===== src/rtl/controle_disparo_if.sv =====
// controle_disparo_if: map, shot command and game status bundle between the shot controller and its neighbours.
interface controle_disparo_if;
  logic [6:0] mapa0, mapa1, mapa2, mapa3, mapa4;
  logic [2:0] linha, coluna;
  logic       disparar, iniciar;
  logic [6:0] acerto0, acerto1, acerto2, acerto3, acerto4;
  logic [6:0] jogado0, jogado1, jogado2, jogado3, jogado4;
  logic [5:0] restantes;
  logic [4:0] tentativas;
  logic [2:0] resultado;
  logic       jogando, vitoria, derrota;
  modport master (
    output mapa0, mapa1, mapa2, mapa3, mapa4, linha, coluna, disparar, iniciar,
    input  acerto0, acerto1, acerto2, acerto3, acerto4,
    input  jogado0, jogado1, jogado2, jogado3, jogado4,
    input  restantes, tentativas, resultado, jogando, vitoria, derrota
  );
  modport slave (
    input  mapa0, mapa1, mapa2, mapa3, mapa4, linha, coluna, disparar, iniciar,
    output acerto0, acerto1, acerto2, acerto3, acerto4,
    output jogado0, jogado1, jogado2, jogado3, jogado4,
    output restantes, tentativas, resultado, jogando, vitoria, derrota
  );
endinterface


===== src/rtl/controle_disparo.sv =====
// controle_disparo: battleship shot controller; LIMITE_TENTATIVAS_EN enables the attempt limit and defeat.
module controle_disparo #(
  parameter int MAX_TENTATIVAS = 20
) (
  input logic clk,
  input logic reset,
  controle_disparo_if.slave bus
);
`ifdef LIMITE_TENTATIVAS_EN
  localparam bit LIMITE = 1'b1;
`else
  localparam bit LIMITE = 1'b0;
`endif
  localparam logic [4:0] CARGA = 5'(MAX_TENTATIVAS) & {5{LIMITE}};
  typedef enum logic [2:0] {OCIOSO, CARREGAR, JOGANDO, AVALIAR, VITORIA, DERROTA} estado_t;
  estado_t estado;
  logic [34:0] snap, acr, jog, mapa, sel;
  logic [2:0] l_q, c_q, res;
  logic [5:0] rest, rest_n, pop, pos;
  logic [4:0] tent, tent_n;
  logic disp_q, ini_q, disp_ed, ini_ed, valido, rep, navio, novo;
  assign mapa = {bus.mapa0, bus.mapa1, bus.mapa2, bus.mapa3, bus.mapa4};
  assign disp_ed = bus.disparar & ~disp_q;
  assign ini_ed = bus.iniciar & ~ini_q;
  always_comb begin
    pop = '0;
    for (int i = 0; i < 35; i++) pop = pop + 6'(mapa[i]);
  end
  // row 0 sits in the top bits and column c maps to bit 6-c of its row
  assign valido = (l_q <= 3'd4) && (c_q <= 3'd6);
  assign pos = 6'd34 - (6'(l_q) * 6'd7 + 6'(c_q));
  assign sel = valido ? 35'd1 << pos : '0;
  assign rep = |(jog & sel);
  assign navio = |(snap & sel);
  assign novo = valido && !rep;
  assign rest_n = rest - 6'(novo && navio);
  assign tent_n = tent - 5'(LIMITE && novo && tent != 5'd0);
  always_ff @(posedge clk or posedge reset) begin
    if (reset) begin
      estado <= OCIOSO;
      snap <= '0;
      acr <= '0;
      jog <= '0;
      rest <= '0;
      tent <= '0;
      res <= '0;
      l_q <= '0;
      c_q <= '0;
      disp_q <= 1'b0;
      ini_q <= 1'b0;
    end else begin
      disp_q <= bus.disparar;
      ini_q <= bus.iniciar;
      case (estado)
        OCIOSO, VITORIA, DERROTA: if (ini_ed) estado <= CARREGAR;
        CARREGAR: begin
          snap <= mapa;
          acr <= '0;
          jog <= '0;
          rest <= pop;
          tent <= CARGA;
          res <= 3'b000;
          estado <= pop == 6'd0 ? VITORIA : JOGANDO;
        end
        JOGANDO: if (disp_ed) begin
          l_q <= bus.linha;
          c_q <= bus.coluna;
          estado <= AVALIAR;
        end
        AVALIAR: begin
          acr <= acr | (snap & sel);
          jog <= jog | sel;
          rest <= rest_n;
          tent <= tent_n;
          res <= !valido ? 3'b100 : rep ? 3'b011 : navio ? 3'b010 : 3'b001;
          estado <= rest_n == 6'd0 ? VITORIA : (LIMITE && tent_n == 5'd0) ? DERROTA : JOGANDO;
        end
        default: estado <= OCIOSO;
      endcase
    end
  end
  assign {bus.acerto0, bus.acerto1, bus.acerto2, bus.acerto3, bus.acerto4} = acr;
  assign {bus.jogado0, bus.jogado1, bus.jogado2, bus.jogado3, bus.jogado4} = jog;
  assign bus.restantes = rest;
  assign bus.tentativas = tent;
  assign bus.resultado = res;
  assign bus.jogando = estado == JOGANDO || estado == AVALIAR;
  assign bus.vitoria = estado == VITORIA;
  assign bus.derrota = estado == DERROTA;
endmodule


===== src/flat_wrapper.sv =====
// flat-port wrapper written by rule: the top's interface ports become plain ports
module controle_disparo_flat 
#(
  parameter int MAX_TENTATIVAS = 20
)
  (clk, reset, bus_mapa0, bus_mapa1, bus_mapa2, bus_mapa3, bus_mapa4, bus_linha, bus_coluna, bus_disparar, bus_iniciar, bus_acerto0, bus_acerto1, bus_acerto2, bus_acerto3, bus_acerto4, bus_jogado0, bus_jogado1, bus_jogado2, bus_jogado3, bus_jogado4, bus_restantes, bus_tentativas, bus_resultado, bus_jogando, bus_vitoria, bus_derrota);
  controle_disparo_if bus_i ();
  input logic clk;
  input logic reset;
  input wire logic [$bits(bus_i.mapa0)-1:0] bus_mapa0;
  input wire logic [$bits(bus_i.mapa1)-1:0] bus_mapa1;
  input wire logic [$bits(bus_i.mapa2)-1:0] bus_mapa2;
  input wire logic [$bits(bus_i.mapa3)-1:0] bus_mapa3;
  input wire logic [$bits(bus_i.mapa4)-1:0] bus_mapa4;
  input wire logic [$bits(bus_i.linha)-1:0] bus_linha;
  input wire logic [$bits(bus_i.coluna)-1:0] bus_coluna;
  input wire logic [$bits(bus_i.disparar)-1:0] bus_disparar;
  input wire logic [$bits(bus_i.iniciar)-1:0] bus_iniciar;
  output wire logic [$bits(bus_i.acerto0)-1:0] bus_acerto0;
  output wire logic [$bits(bus_i.acerto1)-1:0] bus_acerto1;
  output wire logic [$bits(bus_i.acerto2)-1:0] bus_acerto2;
  output wire logic [$bits(bus_i.acerto3)-1:0] bus_acerto3;
  output wire logic [$bits(bus_i.acerto4)-1:0] bus_acerto4;
  output wire logic [$bits(bus_i.jogado0)-1:0] bus_jogado0;
  output wire logic [$bits(bus_i.jogado1)-1:0] bus_jogado1;
  output wire logic [$bits(bus_i.jogado2)-1:0] bus_jogado2;
  output wire logic [$bits(bus_i.jogado3)-1:0] bus_jogado3;
  output wire logic [$bits(bus_i.jogado4)-1:0] bus_jogado4;
  output wire logic [$bits(bus_i.restantes)-1:0] bus_restantes;
  output wire logic [$bits(bus_i.tentativas)-1:0] bus_tentativas;
  output wire logic [$bits(bus_i.resultado)-1:0] bus_resultado;
  output wire logic [$bits(bus_i.jogando)-1:0] bus_jogando;
  output wire logic [$bits(bus_i.vitoria)-1:0] bus_vitoria;
  output wire logic [$bits(bus_i.derrota)-1:0] bus_derrota;
  assign bus_i.mapa0 = bus_mapa0;
  assign bus_i.mapa1 = bus_mapa1;
  assign bus_i.mapa2 = bus_mapa2;
  assign bus_i.mapa3 = bus_mapa3;
  assign bus_i.mapa4 = bus_mapa4;
  assign bus_i.linha = bus_linha;
  assign bus_i.coluna = bus_coluna;
  assign bus_i.disparar = bus_disparar;
  assign bus_i.iniciar = bus_iniciar;
  assign bus_acerto0 = bus_i.acerto0;
  assign bus_acerto1 = bus_i.acerto1;
  assign bus_acerto2 = bus_i.acerto2;
  assign bus_acerto3 = bus_i.acerto3;
  assign bus_acerto4 = bus_i.acerto4;
  assign bus_jogado0 = bus_i.jogado0;
  assign bus_jogado1 = bus_i.jogado1;
  assign bus_jogado2 = bus_i.jogado2;
  assign bus_jogado3 = bus_i.jogado3;
  assign bus_jogado4 = bus_i.jogado4;
  assign bus_restantes = bus_i.restantes;
  assign bus_tentativas = bus_i.tentativas;
  assign bus_resultado = bus_i.resultado;
  assign bus_jogando = bus_i.jogando;
  assign bus_vitoria = bus_i.vitoria;
  assign bus_derrota = bus_i.derrota;
  controle_disparo #(.MAX_TENTATIVAS(MAX_TENTATIVAS)) u_core (.clk(clk), .reset(reset), .bus(bus_i));
endmodule

===== config.mk =====
export PLATFORM = sky130hd
export DESIGN_NAME = controle_disparo_flat
export DESIGN_NICKNAME = d
export VERILOG_FILES = /design/src/rtl/controle_disparo_if.sv /design/src/rtl/controle_disparo.sv /design/src/flat_wrapper.sv
export SDC_FILE = /design/constraint.sdc
export NUM_CORES = 1
export LEC_CHECK = 0
export BUFFER_PORTS_ARGS = -buffer_cell sky130_fd_sc_hd__buf_2
export CAP_MARGIN = 20
export CORE_UTILIZATION = 55
export CTS_BUF_LIST = sky130_fd_sc_hd__clkbuf_4 sky130_fd_sc_hd__clkbuf_8
export CTS_CLUSTER_DIAMETER = 100
export DETAILED_ROUTE_END_ITERATION = 8
export PLACE_DENSITY_LB_ADDON = 0.15
export SYNTH_ARGS = -nofsm -noshare
export SYNTH_HDL_FRONTEND = slang
export SYNTH_SLANG_ARGS = --single-unit

===== constraint.sdc =====
create_clock -name clk -period 6.1 [get_ports clk]
set_clock_uncertainty 0.1 [all_clocks]
set_input_delay 0.915 -clock clk [delete_from_list [all_inputs] [get_ports clk]]
set_output_delay 0.915 -clock clk [all_outputs]
set_load 0.005 [all_outputs]

# Word level (Yosys, flattened, before mapping)
# Cells that the tools add are included.
# totals
regBits	125
elab_cells	93
output_inout_bits	87
input_bits	45
# op_classes
n_addsub	37
n_reduce_logical	14
n_eq_ne	7
mul	1
shift	1
n_lt_le_gt_ge	2
bitwise_logic	8
muxes	13
# op_table
operator	n
$add 6x1->6	33
$pmux 35 s2	2
$and 35x35->35	2
$or 35x35->35	2
$reduce_or 35->1	2
$mux 35	1
$shl 1x6->35 const A	1
$mux 3	6
$logic_not 6->1	2
$pmux 3 s4	1
$pmux 6 s2	1
$add 6x3->6	1
$eq 3x2->1 const B	2
$eq 3x3->1 const B	2
$le 3x3->1 const B	2
$mul 3x3->6 const B	1
$pmux 3 s2	1
$sub 6x1->6	1
$sub 6x6->6 const A	1
$ne 2x1->1 const B	2
$reduce_and 2->1	2
$eq 3x1->1 const B	1
$logic_and 1x1->1	3
$logic_not 3->1	1
8 further kinds	10

# Logic depth before layout (Yosys ltp)
# Gate-level depths: netlist (run 1).
# depth
ltp_word	37
depth_mapped	22
ltp_nobuf	21

# Worst setup path after synthesis (run 1)
# OpenSTA, ideal clock, no wires.
# synth_path
path_kind	input to register
start	in bus_mapa4[0]
end	reg u_core.estado[2]
path_buffers	0
path_slack_ps	-32
required_ps	5916
cell_stages	21
arrival_time_ps	5948
setup_ps	84
path_cell_list	ha_1 -> inv_1 -> fa_1 -> inv_1 -> fa_1 -> fa_1 -> fa_1 -> fa_1 -> inv_1 -> fa_1 -> inv_1 -> ha_1 -> inv_1 -> fa_1 -> inv_1 -> a21o_1 -> a21oi_1 -> xnor2_1 -> or4_1 -> o211ai_1 -> a21boi_0
# synth_between
elab_chain_cells	37
# synth_rtl
item	line_no	source
start: declaration	flat_wrapper.sv:14	input wire logic [$bits(bus_i.mapa4)-1:0] bus_mapa4;
$add 1x1->2	controle_disparo.sv:27	for (int i = 0; i < 35; i++) pop = pop + 6'(mapa[i]);
$add 6x1->6 (33 in series)	controle_disparo.sv:27	
$logic_not 6->1	controle_disparo.sv:63	estado <= pop == 6'd0 ? VITORIA : JOGANDO;
$mux 3	controle_disparo.sv:63	
$pmux 3 s4	controle_disparo.sv:54	case (estado)
end signal: assignment	controle_disparo.sv:63	
end signal: assignment	controle_disparo.sv:76	estado <= rest_n == 6'd0 ? VITORIA : (LIMITE && tent_n == 5'd0) ? DERROTA : JOGANDO;
end: declaration	controle_disparo.sv:16	estado_t estado;
# No other way between the ends.
# A chain may end at the register's enable or synchronous reset.

# Final worst setup path (run 1)
# Ends and elaborated chain as after synthesis.

==> impl_metrics.py, run 1 <==
metrics = {
    "detailed_routing": {
        "avgRoutedWirePerCell_um": 18.8,
        "route.vias.total": 5603,
        "drt-initial-drc-count": 531,
        "totalWireLength_mm": 18.4,
        "drtPass1Iterations": 7,
        "ant_nets": 0,
        "post_drt_via_cell_ratio": 5.71,
        "drc": 0,
    },
    "floorplan": {
        "floorplan.die.height_um": 114,
        "core_area_mm2": 0.0122,
        "ioPinCount": 132,
        "floorplan.die_area_mm2": 0.0130,
        "fp.dieW_um": 114,
        "initial_utilization": 0.570,
        "fp-row-count": 40,
    },
    "global_route": {
        "grt_overflow": 0,
        "grt_usage": 0.300,
        "maximum_number_of_pins_on_one_net_before_global_route_repair": 107,
        "first_global_vias": 5557,
        "grt_antenna_before_repair": 0,
        "grt_pass1_wl_mm": 29.1,
    },
    "sta": {
        "timing.final.crit_period_ns": 5.93,
        "worst-slew-pin-transition_ns": 1.06,
        "slew_headroom": 0.288,
        "timing.final.crit_share": 0.973,
        "setup-violations-final": 0,
        "maxClockFrequency_ghz": 0.169,
        "timing.final.max_slew_violations": 0,
        "hold_viol": 0,
        "grt_setup_unrepaired": "yes",
    },
    "synthesis": {
        "synthArstFlopShare": 1.00,
        "synth.cells.most_frequent": "sky130_fd_sc_hd__dfrtp_1 (125), sky130_fd_sc_hd__nor2_1 (109), sky130_fd_sc_hd__inv_1 (65)",
        "synth_cell_types": 67,
        "synthesis.area_mm2": 0.00693,
        "synth_edf_count": 0,
        "ys_dominant_reg_cell": "sky130_fd_sc_hd__dfrtp_1",
        "yosys.area.top_type": "sky130_fd_sc_hd__dfrtp_1",
        "synth-seq-cells": 125,
        "synth_area_per_inst_um2": 10.3,
        "synthDominantCellAreaShare": 0.452,
        "synth_seq_area_share": 0.452,
        "post_synth_inst_count": 674,
        "yosys_warnings": 0,
        "synth.area.top_cells": "sky130_fd_sc_hd__dfrtp_1 (45%), sky130_fd_sc_hd__fa_1 (8.7%), sky130_fd_sc_hd__mux2_2 (6.3%)",
        "yosysMostFrequentCell": "sky130_fd_sc_hd__dfrtp_1",
    },
    "critical_path": {
        "cp_peak_stage_delay_ns": 0.52,
        "timing.critical_path.max_delay_family": "adder cells",
        "worst_setup_path_start_kind": "input pin",
        "endpoint_kind": "flop",
        "crit_required_ns": 6.38,
        "critPathMaxFanout": 2,
        "worst_path_max_delay_cell": "sky130_fd_sc_hd__or4_4",
        "crit_type": "in2reg",
        "timing.reg2reg.worst_path_depth": 20,
        "cpMostUsedCell": "sky130_fd_sc_hd__fa_1",
        "worstSetupPathDepth": 22,
        "cp_cell_sequence": "buf_8, ha_4, inv_2, fa_1, inv_2, fa_1, fa_1, fa_1, fa_1, inv_2, fa_1, inv_1, ha_2, inv_2, fa_2, inv_2, a21o_1, a21oi_2, xnor2_2, or4_4, o211ai_1, a21boi_2",
        "cp_num_buf_inv": 7,
        "worst_ep_arrival_time_ns": 6.21,
    },
    "clock_tree": {
        "htree_num_levels": 4,
        "clock_latency_ns": 0.45,
        "numCtsBuffers": 17,
        "cts_buffer_depth": 2,
        "clkTransAtPathRegs_ns": 0.07,
        "cts_root_buffer": "sky130_fd_sc_hd__clkbuf_8",
        "numClockSinks": 125,
        "cts_hold_fix_bufs": 0,
        "cts_tree": "done",
    },
    "hold_path": {
        "worstHoldPathType": "reg2reg",
        "hold-path-cell-count": 2,
    },
    "cells_and_area": {
        "num-fill-cells": 964,
        "num_antenna_cells": 0,
        "design.final.nets": 899,
        "layout-drive-gt1-share": 0.301,
        "area_growth_pct": 19.0,
        "final_cell_area_mm2": 0.00824,
    },
    "status": {
        "outcome": "completed",
    },
    "place": {
        "gp_congestion": 0.911,
        "placement.cell_area_mm2": 0.00772,
        "dp_hpwl_mm": 13.4,
        "port-buffer-count": 126,
    },
    "job": {
        "max_cap_viol_count": 0,
    },
}
==> final timing paths <==
| path | startpoint | end | slack, ns |
|---|---|---|---|
| setup / recovery | bus_mapa4[0] | u_core.estado[2]$_DFFE_PP0P_ | 0.17 |
| hold / removal | u_core.bus.resultado[2]$_DFFE_PP0P_ | u_core.bus.resultado[2]$_DFFE_PP0P_ | 0.38 |
| setup reg to reg | u_core.c_q[2]$_DFFE_PP0P_ | u_core.estado[1]$_DFFE_PP0P_ | 0.56 |
| hold reg to reg | u_core.bus.resultado[2]$_DFFE_PP0P_ | u_core.bus.resultado[2]$_DFFE_PP0P_ | 0.38 |
| max in group asynchronous | reset | u_core.snap[29]$_DFFE_PP0P_ | 4.12 |
| min in group asynchronous | reset | u_core.bus.resultado[2]$_DFFE_PP0P_ | 0.54 |
==> routing by layer <==
| metal | wire length [um] | track usage | vias to the layer above |
|---|---|---|---|
| met2 | 8910 | 0.493 | 254 |
| met1 | 7730 | 0.389 | 2759 |
| li1 | - | - | 2551 |
| met4 | 484 | 0.116 | 0 |
| met3 | 1310 | 0.0699 | 39 |
| met5 | 0 | 0 | - |
==> cell usage in the layout (no fill, tap or decap), types with 3 or more instances in the layout <==
cell / netlist / routed
sky130_fd_sc_hd__a21o_1: 4 / 4
sky130_fd_sc_hd__a21oi_1: 49 / 48
sky130_fd_sc_hd__a221oi_1: 5 / 5
sky130_fd_sc_hd__a22oi_1: 7 / 7
sky130_fd_sc_hd__a31oi_1: 26 / 26
sky130_fd_sc_hd__and2_1: 5 / 5
sky130_fd_sc_hd__and3_1: 8 / 8
sky130_fd_sc_hd__buf_2: 6 / 124
sky130_fd_sc_hd__buf_4: 7 / 18
sky130_fd_sc_hd__bufinv_16: 0 / 4
sky130_fd_sc_hd__clkbuf_8: 0 / 20
sky130_fd_sc_hd__clkinv_2: 0 / 3
sky130_fd_sc_hd__clkinvlp_4: 0 / 4
sky130_fd_sc_hd__conb_1: 1 / 5
sky130_fd_sc_hd__dfrtp_1: 125 / 125
sky130_fd_sc_hd__fa_1: 30 / 29
sky130_fd_sc_hd__ha_1: 22 / 20
sky130_fd_sc_hd__inv_1: 65 / 59
sky130_fd_sc_hd__inv_2: 1 / 6
sky130_fd_sc_hd__mux2_2: 39 / 39
sky130_fd_sc_hd__mux2i_1: 8 / 8
sky130_fd_sc_hd__mux4_2: 4 / 4
sky130_fd_sc_hd__nand2_1: 22 / 22
sky130_fd_sc_hd__nand2b_1: 6 / 6
sky130_fd_sc_hd__nand3_1: 7 / 7
sky130_fd_sc_hd__nand4_1: 6 / 6
sky130_fd_sc_hd__nor2_1: 109 / 108
sky130_fd_sc_hd__nor2b_1: 4 / 4
sky130_fd_sc_hd__nor3_1: 9 / 9
sky130_fd_sc_hd__o21ai_0: 17 / 17
sky130_fd_sc_hd__xnor2_1: 5 / 4
==> registers in the layout, summed over array words and instances, names as in the netlist <==
name / cells
u_core.disp_q: 1
u_core.acr: 35
u_core.ini_q: 1
u_core.estado: 3
u_core.bus.restantes: 6
u_core.bus.resultado: 3
u_core.snap: 35
u_core.jog: 35
u_core.l_q: 3
u_core.c_q: 3
==> cell families (layout without fill, tap and decap cells) <==
family / after synthesis / after routing / synth area share
other cells: 1 / 5 / 0.000541
xor+xnor: 9 / 9 / 0.0135
simple gates: 191 / 191 / 0.126
flops: 125 / 125 / 0.452
mux: 52 / 52 / 0.0901
buf+inv: 108 / 244 / 0.0667
fa+ha+maj: 52 / 52 / 0.126
compound gates: 136 / 136 / 0.125
==> through the flow <==
| stage | setup TNS [ns] | std cells | worst slack, ns | util | hold slack, ns |
|---|---|---|---|---|---|
| global route | -0.0249 | 982 | -0.0249 | 0.678 | 0.420 |
| detailed placement | -0.676 | 949 | -0.381 | 0.635 | 0.364 |
| floorplan | 0 | 678 | 0.00415 | - | 0.373 |
| CTS | 0 | 980 | 0.0821 | 0.671 | 0.380 |
| global placement | -0.359 | 949 | -0.203 | 0.635 | 0.355 |
| finish | 0 | 982 | 0.166 | 0.678 | 0.376 |
==> final cells by class <==
cell class,instances,area (um^2),share of cell area
Sequential cell,125,3130,0.380
Inverter,68,258,0.0313
Tap cell,168,210,0.0255
Clock buffer,20,275,0.0334
Timing Repair Buffer,145,810,0.0982
Clock inverter,11,165,0.0200
Multi-Input combinational cell,445,3400,0.412
==> repair_timing <==
item | in CTS | in global routing
setup buffers | 0 | 1
gates resized for setup | 0 | 14
setup endpoints to repair | 0 | 2
==> worst register-to-register path, delay by kind of cell, from the launching register on <==
kind,cells,cell delay (ns)
and+or+nand+nor,3,0.52
AOI/OAI and AO/OA,6,1.27
buffers and inverters,2,0.10
xor gates and xnor gates,2,0.79
adders and majority gates,7,2.24
DFF,1,0.42
Power of run 1 is not shown: default switching activity piles up to over one toggle a cycle in this logic, so the estimate is an artifact.
==> run 2: changes to the inputs <==
CAP_MARGIN = 5   (was 20)
clock period = 5.5 ns   (was 6.1 ns; I/O delays follow)
==> impl_metrics.py, run 2 (synthesis gave the netlist of run 1 again) <==
metrics = {
    "critical_path": {
        "worst_ep_arrival_time_ns": 5.97,
        "cp_cell_sequence": "buf_6, ha_4, inv_2, fa_1, inv_2, fa_1, fa_1, fa_1, fa_1, inv_1, fa_1, inv_1, ha_2, inv_2, fa_2, inv_1, a21o_1, a21oi_2, xnor2_1, or4_4, o211ai_1, a21boi_2",
        "cp_peak_stage_delay_ns": 0.53,
        "cpMostUsedCell": "sky130_fd_sc_hd__fa_1",
        "setup.reg_to_reg.worst_slack_ns": 0.16,
        "crit_required_ns": 5.78,
        "timing.critical_path.max_delay_family": "adder cells",
        "crit_type": "in2reg",
        "cp_num_buf_inv": 7,
        "worst_setup_path_start_kind": "input pin",
        "critPathMaxFanout": 2,
        "endpoint_kind": "flop",
        "worst_path_max_delay_cell": "sky130_fd_sc_hd__or4_4",
    },
    "clock_tree": {
        "cts_tree": "done",
        "clkTransAtPathRegs_ns": 0.06,
        "numClockSinks": 125,
        "cts_hold_fix_bufs": 0,
        "htree_num_levels": 4,
        "cts_root_buffer": "sky130_fd_sc_hd__clkbuf_8",
        "clock_latency_ns": 0.46,
        "cts_buffer_depth": 2,
        "numCtsBuffers": 17,
    },
    "cells_and_area": {
        "layout.cells.most_common": "sky130_fd_sc_hd__dfrtp_1",
        "num-fill-cells": 935,
        "num_antenna_cells": 0,
        "final_cell_area_mm2": 0.00833,
        "layout_top_registers": "u_core.acr x35, u_core.jog x35, u_core.snap x35",
        "most-common-layout-cells": "sky130_fd_sc_hd__dfrtp_1 (125), sky130_fd_sc_hd__buf_2 (124), sky130_fd_sc_hd__nor2_1 (108)",
        "area_growth_pct": 20.2,
        "final-instance-count-excl-fill": 997,
        "design.final.nets": 915,
        "layout-drive-gt1-share": 0.314,
    },
    "sta": {
        "worst-slew-pin-transition_ns": 1.35,
        "setup-violations-final": 2,
        "slew_headroom": 0.0903,
        "timing.final.max_slew_violations": 0,
        "hold_viol": 0,
        "tns_ns": -0.345,
        "grt_setup_unrepaired": "yes",
        "finalWorstSetupSlack_ns": -0.193,
        "timing.final.crit_share": 1.04,
        "maxClockFrequency_ghz": 0.176,
        "timing.final.crit_period_ns": 5.69,
    },
    "job": {
        "max_cap_viol_count": 0,
    },
    "floorplan": {
        "floorplan.die_area_mm2": 0.0130,
        "ioPinCount": 132,
        "initial_utilization": 0.570,
        "fp-row-count": 40,
        "floorplan.die.height_um": 114,
        "fp.dieW_um": 114,
        "core_area_mm2": 0.0122,
    },
    "place": {
        "place.detailed.instances": 965,
        "port-buffer-count": 126,
        "placement.cell_area_mm2": 0.00786,
        "dp_hpwl_mm": 13.7,
        "dpl_worst_slack_ns": -0.853,
        "gp_congestion": 0.915,
    },
    "global_route": {
        "grt_pass1_wl_mm": 29.6,
        "grt_overflow": 0,
        "grt_antenna_before_repair": 0,
        "first_global_vias": 5646,
        "maximum_number_of_pins_on_one_net_before_global_route_repair": 89,
        "grt_usage": 0.306,
    },
    "detailed_routing": {
        "drc": 0,
        "ant_nets": 0,
        "drt-initial-drc-count": 601,
        "drtPass1Iterations": 5,
        "post_drt_via_cell_ratio": 5.77,
        "avgRoutedWirePerCell_um": 18.7,
        "route.vias.total": 5755,
        "totalWireLength_mm": 18.6,
    },
    "status": {
        "failed_checks": "setup timing",
        "outcome": "complete, but fails checks",
    },
    "hold_path": {
        "worstHoldPathType": "reg2reg",
    },
}
-- run 2: cell types whose count changed in the layout (fill, tap and decap cells not counted), moves of 2 or more --
cell	before	now
sky130_fd_sc_hd__buf_4	18	35
sky130_fd_sc_hd__clkinvlp_4	4	1
sky130_fd_sc_hd__clkbuf_4	0	2
sky130_fd_sc_hd__clkbuf_8	20	22
sky130_fd_sc_hd__inv_1	59	61
sky130_fd_sc_hd__inv_2	6	4
-- run 2: worst register-to-register path, stage by stage, from the launching register on --
cell	delay, ns
sky130_fd_sc_hd__dfrtp_1	0.42
sky130_fd_sc_hd__ha_1	0.32
sky130_fd_sc_hd__ha_1	0.27
sky130_fd_sc_hd__inv_1	0.05
sky130_fd_sc_hd__fa_1	0.49
sky130_fd_sc_hd__ha_1	0.17
sky130_fd_sc_hd__inv_1	0.07
sky130_fd_sc_hd__fa_2	0.43
sky130_fd_sc_hd__xor2_2	0.29
sky130_fd_sc_hd__buf_4	0.24
sky130_fd_sc_hd__and4_1	0.20
sky130_fd_sc_hd__o21ai_0	0.14
sky130_fd_sc_hd__o311ai_0	0.16
sky130_fd_sc_hd__o31a_1	0.39
sky130_fd_sc_hd__a221oi_2	0.30
sky130_fd_sc_hd__ha_1	0.25
sky130_fd_sc_hd__ha_1	0.23
sky130_fd_sc_hd__xor2_1	0.09
sky130_fd_sc_hd__nor3_1	0.27
sky130_fd_sc_hd__a21oi_1	0.12
sky130_fd_sc_hd__a31oi_2	0.16
sky130_fd_sc_hd__nor2_1	0.06
-- run 2: area by class of cell --
cell class,instances,area [um^2],area share
multi-input cells,445,3400,0.408
clock inverters,6,108,0.0129
well taps,168,210,0.0252
inverters,68,258,0.0309
flip-flops and latches,125,3130,0.376
repair buffers,161,906,0.109
clock buffers,24,318,0.0382
-- run 2: per-layer routing --
layer,track usage,part of all wire,vias to the layer above
met2,0.505,0.49,292
met5,0,0,-
met4,0.100,0.018,0
li1,-,-,2577
met3,0.0635,0.074,28
met1,0.408,0.42,2858
-- run 2: repair_timing --
| item | CTS | global route |
|---|---|---|
| setup buffers | 2 | 0 |
| cloned | 0 | 0 |
| pin swaps | 10 | 2 |
| setup endpoints to repair | 2 | 3 |
| resized for setup | 4 | 4 |
-- run 2: final timing paths --
kind / from / to / cells after the start
worst min-delay path: u_core.bus.resultado[0]$_DFFE_PP0P_ / u_core.bus.resultado[0]$_DFFE_PP0P_ / 2
min in group asynchronous: reset / u_core.acr[32]$_DFFE_PP0P_ / 2
max in group asynchronous: reset / u_core.l_q[1]$_DFFE_PP0P_ / 3
worst max register to register: u_core.c_q[2]$_DFFE_PP0P_ / u_core.estado[1]$_DFFE_PP0P_ / 21
worst min register to register: u_core.bus.resultado[0]$_DFFE_PP0P_ / u_core.bus.resultado[0]$_DFFE_PP0P_ / 2
worst max-delay path: bus_mapa4[1] / u_core.estado[2]$_DFFE_PP0P_ / 22
-- run 2: metrics by stage --
stage                     utilization  hold WS [ns]
after detailed placement        0.646         0.368
after CTS                       0.684         0.380
final                           0.685         0.382
after global placement          0.646         0.356
after floorplan                     -         0.373
after global routing            0.685         0.368
Power of run 2 is left out for the same reason.
==> run 3: changes to the inputs <==
BUFFER_PORTS_ARGS = -buffer_cell sky130_fd_sc_hd__buf_4   (was -buffer_cell sky130_fd_sc_hd__buf_2)
CTS_CLUSTER_DIAMETER = 200   (was 100)
==> impl_metrics.py, run 3 (synthesis gave the netlist of run 1 again) <==
metrics = {
    "status": {
        "outcome": "complete, but fails checks",
        "failed_checks": "setup timing",
    },
    "cells_and_area": {
        "layout-drive-gt1-share": 0.313,
        "design.final.nets": 910,
        "seq_cell_area_mm2": 0.00313,
        "layout.cells.most_common": "sky130_fd_sc_hd__buf_4",
        "num_antenna_cells": 0,
        "layout_top_registers": "u_core.acr x35, u_core.jog x35, u_core.snap x35",
        "most-common-layout-cells": "sky130_fd_sc_hd__buf_4 (154), sky130_fd_sc_hd__dfrtp_1 (125), sky130_fd_sc_hd__nor2_1 (108)",
        "multi_input_area_mm2": 0.00344,
        "area_growth_pct": 24.8,
        "num-fill-cells": 921,
    },
    "floorplan": {
        "fp-row-count": 40,
        "fp.dieW_um": 114,
        "floorplan.die.height_um": 114,
        "ioPinCount": 132,
        "core_area_mm2": 0.0122,
        "initial_utilization": 0.570,
        "floorplan.die_area_mm2": 0.0130,
    },
    "critical_path": {
        "crit_required_ns": 5.79,
        "worst_setup_path_start_kind": "input pin",
        "worst_path_max_delay_cell": "sky130_fd_sc_hd__fa_1",
        "critPathMaxFanout": 2,
        "worst_ep_arrival_time_ns": 6.05,
        "cp_cell_sequence": "buf_8, ha_4, inv_2, fa_1, inv_1, fa_1, inv_1, fa_1, fa_1, fa_1, fa_1, buf_4, fa_2, inv_2, a21o_1, a21oi_2, xnor2_1, or4_4, o211ai_1, a21boi_2",
        "cp_peak_stage_delay_ns": 0.53,
        "crit_type": "in2reg",
        "endpoint_kind": "flop",
        "cpMostUsedCell": "sky130_fd_sc_hd__fa_1",
    },
    "global_route": {
        "grt_pass1_wl_mm": 29.8,
        "grt_usage": 0.308,
        "grt_antenna_before_repair": 0,
        "first_global_vias": 5704,
        "grt_overflow": 0,
        "maximum_number_of_pins_on_one_net_before_global_route_repair": 79,
    },
    "clock_tree": {
        "numCtsBuffers": 17,
        "cts_tree": "done",
        "cts_hold_fix_bufs": 0,
        "clkTransAtPathRegs_ns": 0.07,
        "cts_root_buffer": "sky130_fd_sc_hd__clkbuf_8",
        "clock_latency_ns": 0.46,
        "htree_num_levels": 4,
        "numClockSinks": 125,
        "cts_buffer_depth": 2,
    },
    "sta": {
        "tns_ns": -0.467,
        "grt_setup_unrepaired": "yes",
        "timing.final.max_slew_violations": 0,
        "slew_headroom": 0.104,
        "timing.final.crit_share": 1.05,
        "worst-slew-pin-transition_ns": 1.33,
        "setup-violations-final": 2,
        "hold_viol": 0,
        "timing.final.crit_period_ns": 5.75,
        "finalWorstSetupSlack_ns": -0.254,
        "maxClockFrequency_ghz": 0.174,
    },
    "job": {
        "max_cap_viol_count": 0,
    },
    "detailed_routing": {
        "totalWireLength_mm": 19.0,
        "ant_nets": 0,
        "drc": 0,
        "avgRoutedWirePerCell_um": 19.1,
        "drtPass1Iterations": 6,
        "post_drt_via_cell_ratio": 5.77,
        "drt-initial-drc-count": 596,
        "route.vias.total": 5730,
    },
    "place": {
        "dp_hpwl_mm": 13.8,
        "port-buffer-count": 126,
        "gp_congestion": 0.904,
    },
    "hold_path": {
        "worstHoldPathType": "reg2reg",
    },
}
## run 3: changes by cell type in the layout (fill, tap and decap cells not counted), sizes merged
cell / change
buf: -5
clkbuf: -2
clkinv: +2
clkinvlp: +1
## run 3: per-layer routing
metal / vias to the layer above / routed length, um / global-route usage
met2: 313 / 9130 / 0.498
met4: 0 / 495 / 0.111
met5: - / 0 / 0
met1: 2801 / 7820 / 0.406
li1: 2569 / - / -
met3: 47 / 1540 / 0.0746
## run 3: layout make-up
class	count	share of cell area
clock inverter	9	0.0158
inverter	68	0.0298
sequential	125	0.362
timing repair buffer	156	0.137
tap	168	0.0243
clock buffer	22	0.0336
multi-input combinational	445	0.397
## run 3: worst paths after layout
check                                               startpoint                                  end  slack, ns  depth (start not counted)
hold reg to reg            u_core.bus.resultado[2]$_DFFE_PP0P_  u_core.bus.resultado[2]$_DFFE_PP0P_       0.38                          2
max in group asynchronous                                reset           u_core.jog[21]$_DFFE_PP0P_       3.66                          3
min in group asynchronous                                reset            u_core.acr[6]$_DFFE_PP0P_       0.50                          2
setup reg to reg                     u_core.l_q[0]$_DFFE_PP0P_         u_core.estado[1]$_DFFE_PP0P_       0.23                         21
setup / recovery                                  bus_mapa4[1]         u_core.estado[2]$_DFFE_PP0P_      -0.25                         20
hold / removal             u_core.bus.resultado[2]$_DFFE_PP0P_  u_core.bus.resultado[2]$_DFFE_PP0P_       0.38                          2
## run 3: through the flow
stage / worst slack (ns) / hold slack, ns / utilization / area, um^2 / std cells
after floorplan: -0.492 / 0.373 / - / 6970 / 678
final: -0.254 / 0.384 / 0.711 / 8640 / 993
after CTS: -0.259 / 0.381 / 0.707 / 8600 / 993
after global placement: -0.721 / 0.361 / 0.669 / 8140 / 960
after detailed placement: -0.865 / 0.376 / 0.669 / 8140 / 960
after global routing: -0.392 / 0.372 / 0.711 / 8640 / 993
## run 3: timing repair
action	in CTS	in global routing
setup endpoints to repair	2	4
pin swaps	10	4
setup buffers	2	0
gates resized for setup	6	9
hold endpoints to repair	0	0
## run 3: critical path, delay by kind of cell
family	cells	cell delay, ns
AO/OA/AOI/OAI	4	0.52
XOR/XNOR	1	0.14
adder cells (fa/ha/maj)	8	3.54
buffers and inverters	6	0.50
AND/OR/NAND/NOR	1	0.52
Power of run 3 is left out for the same reason.
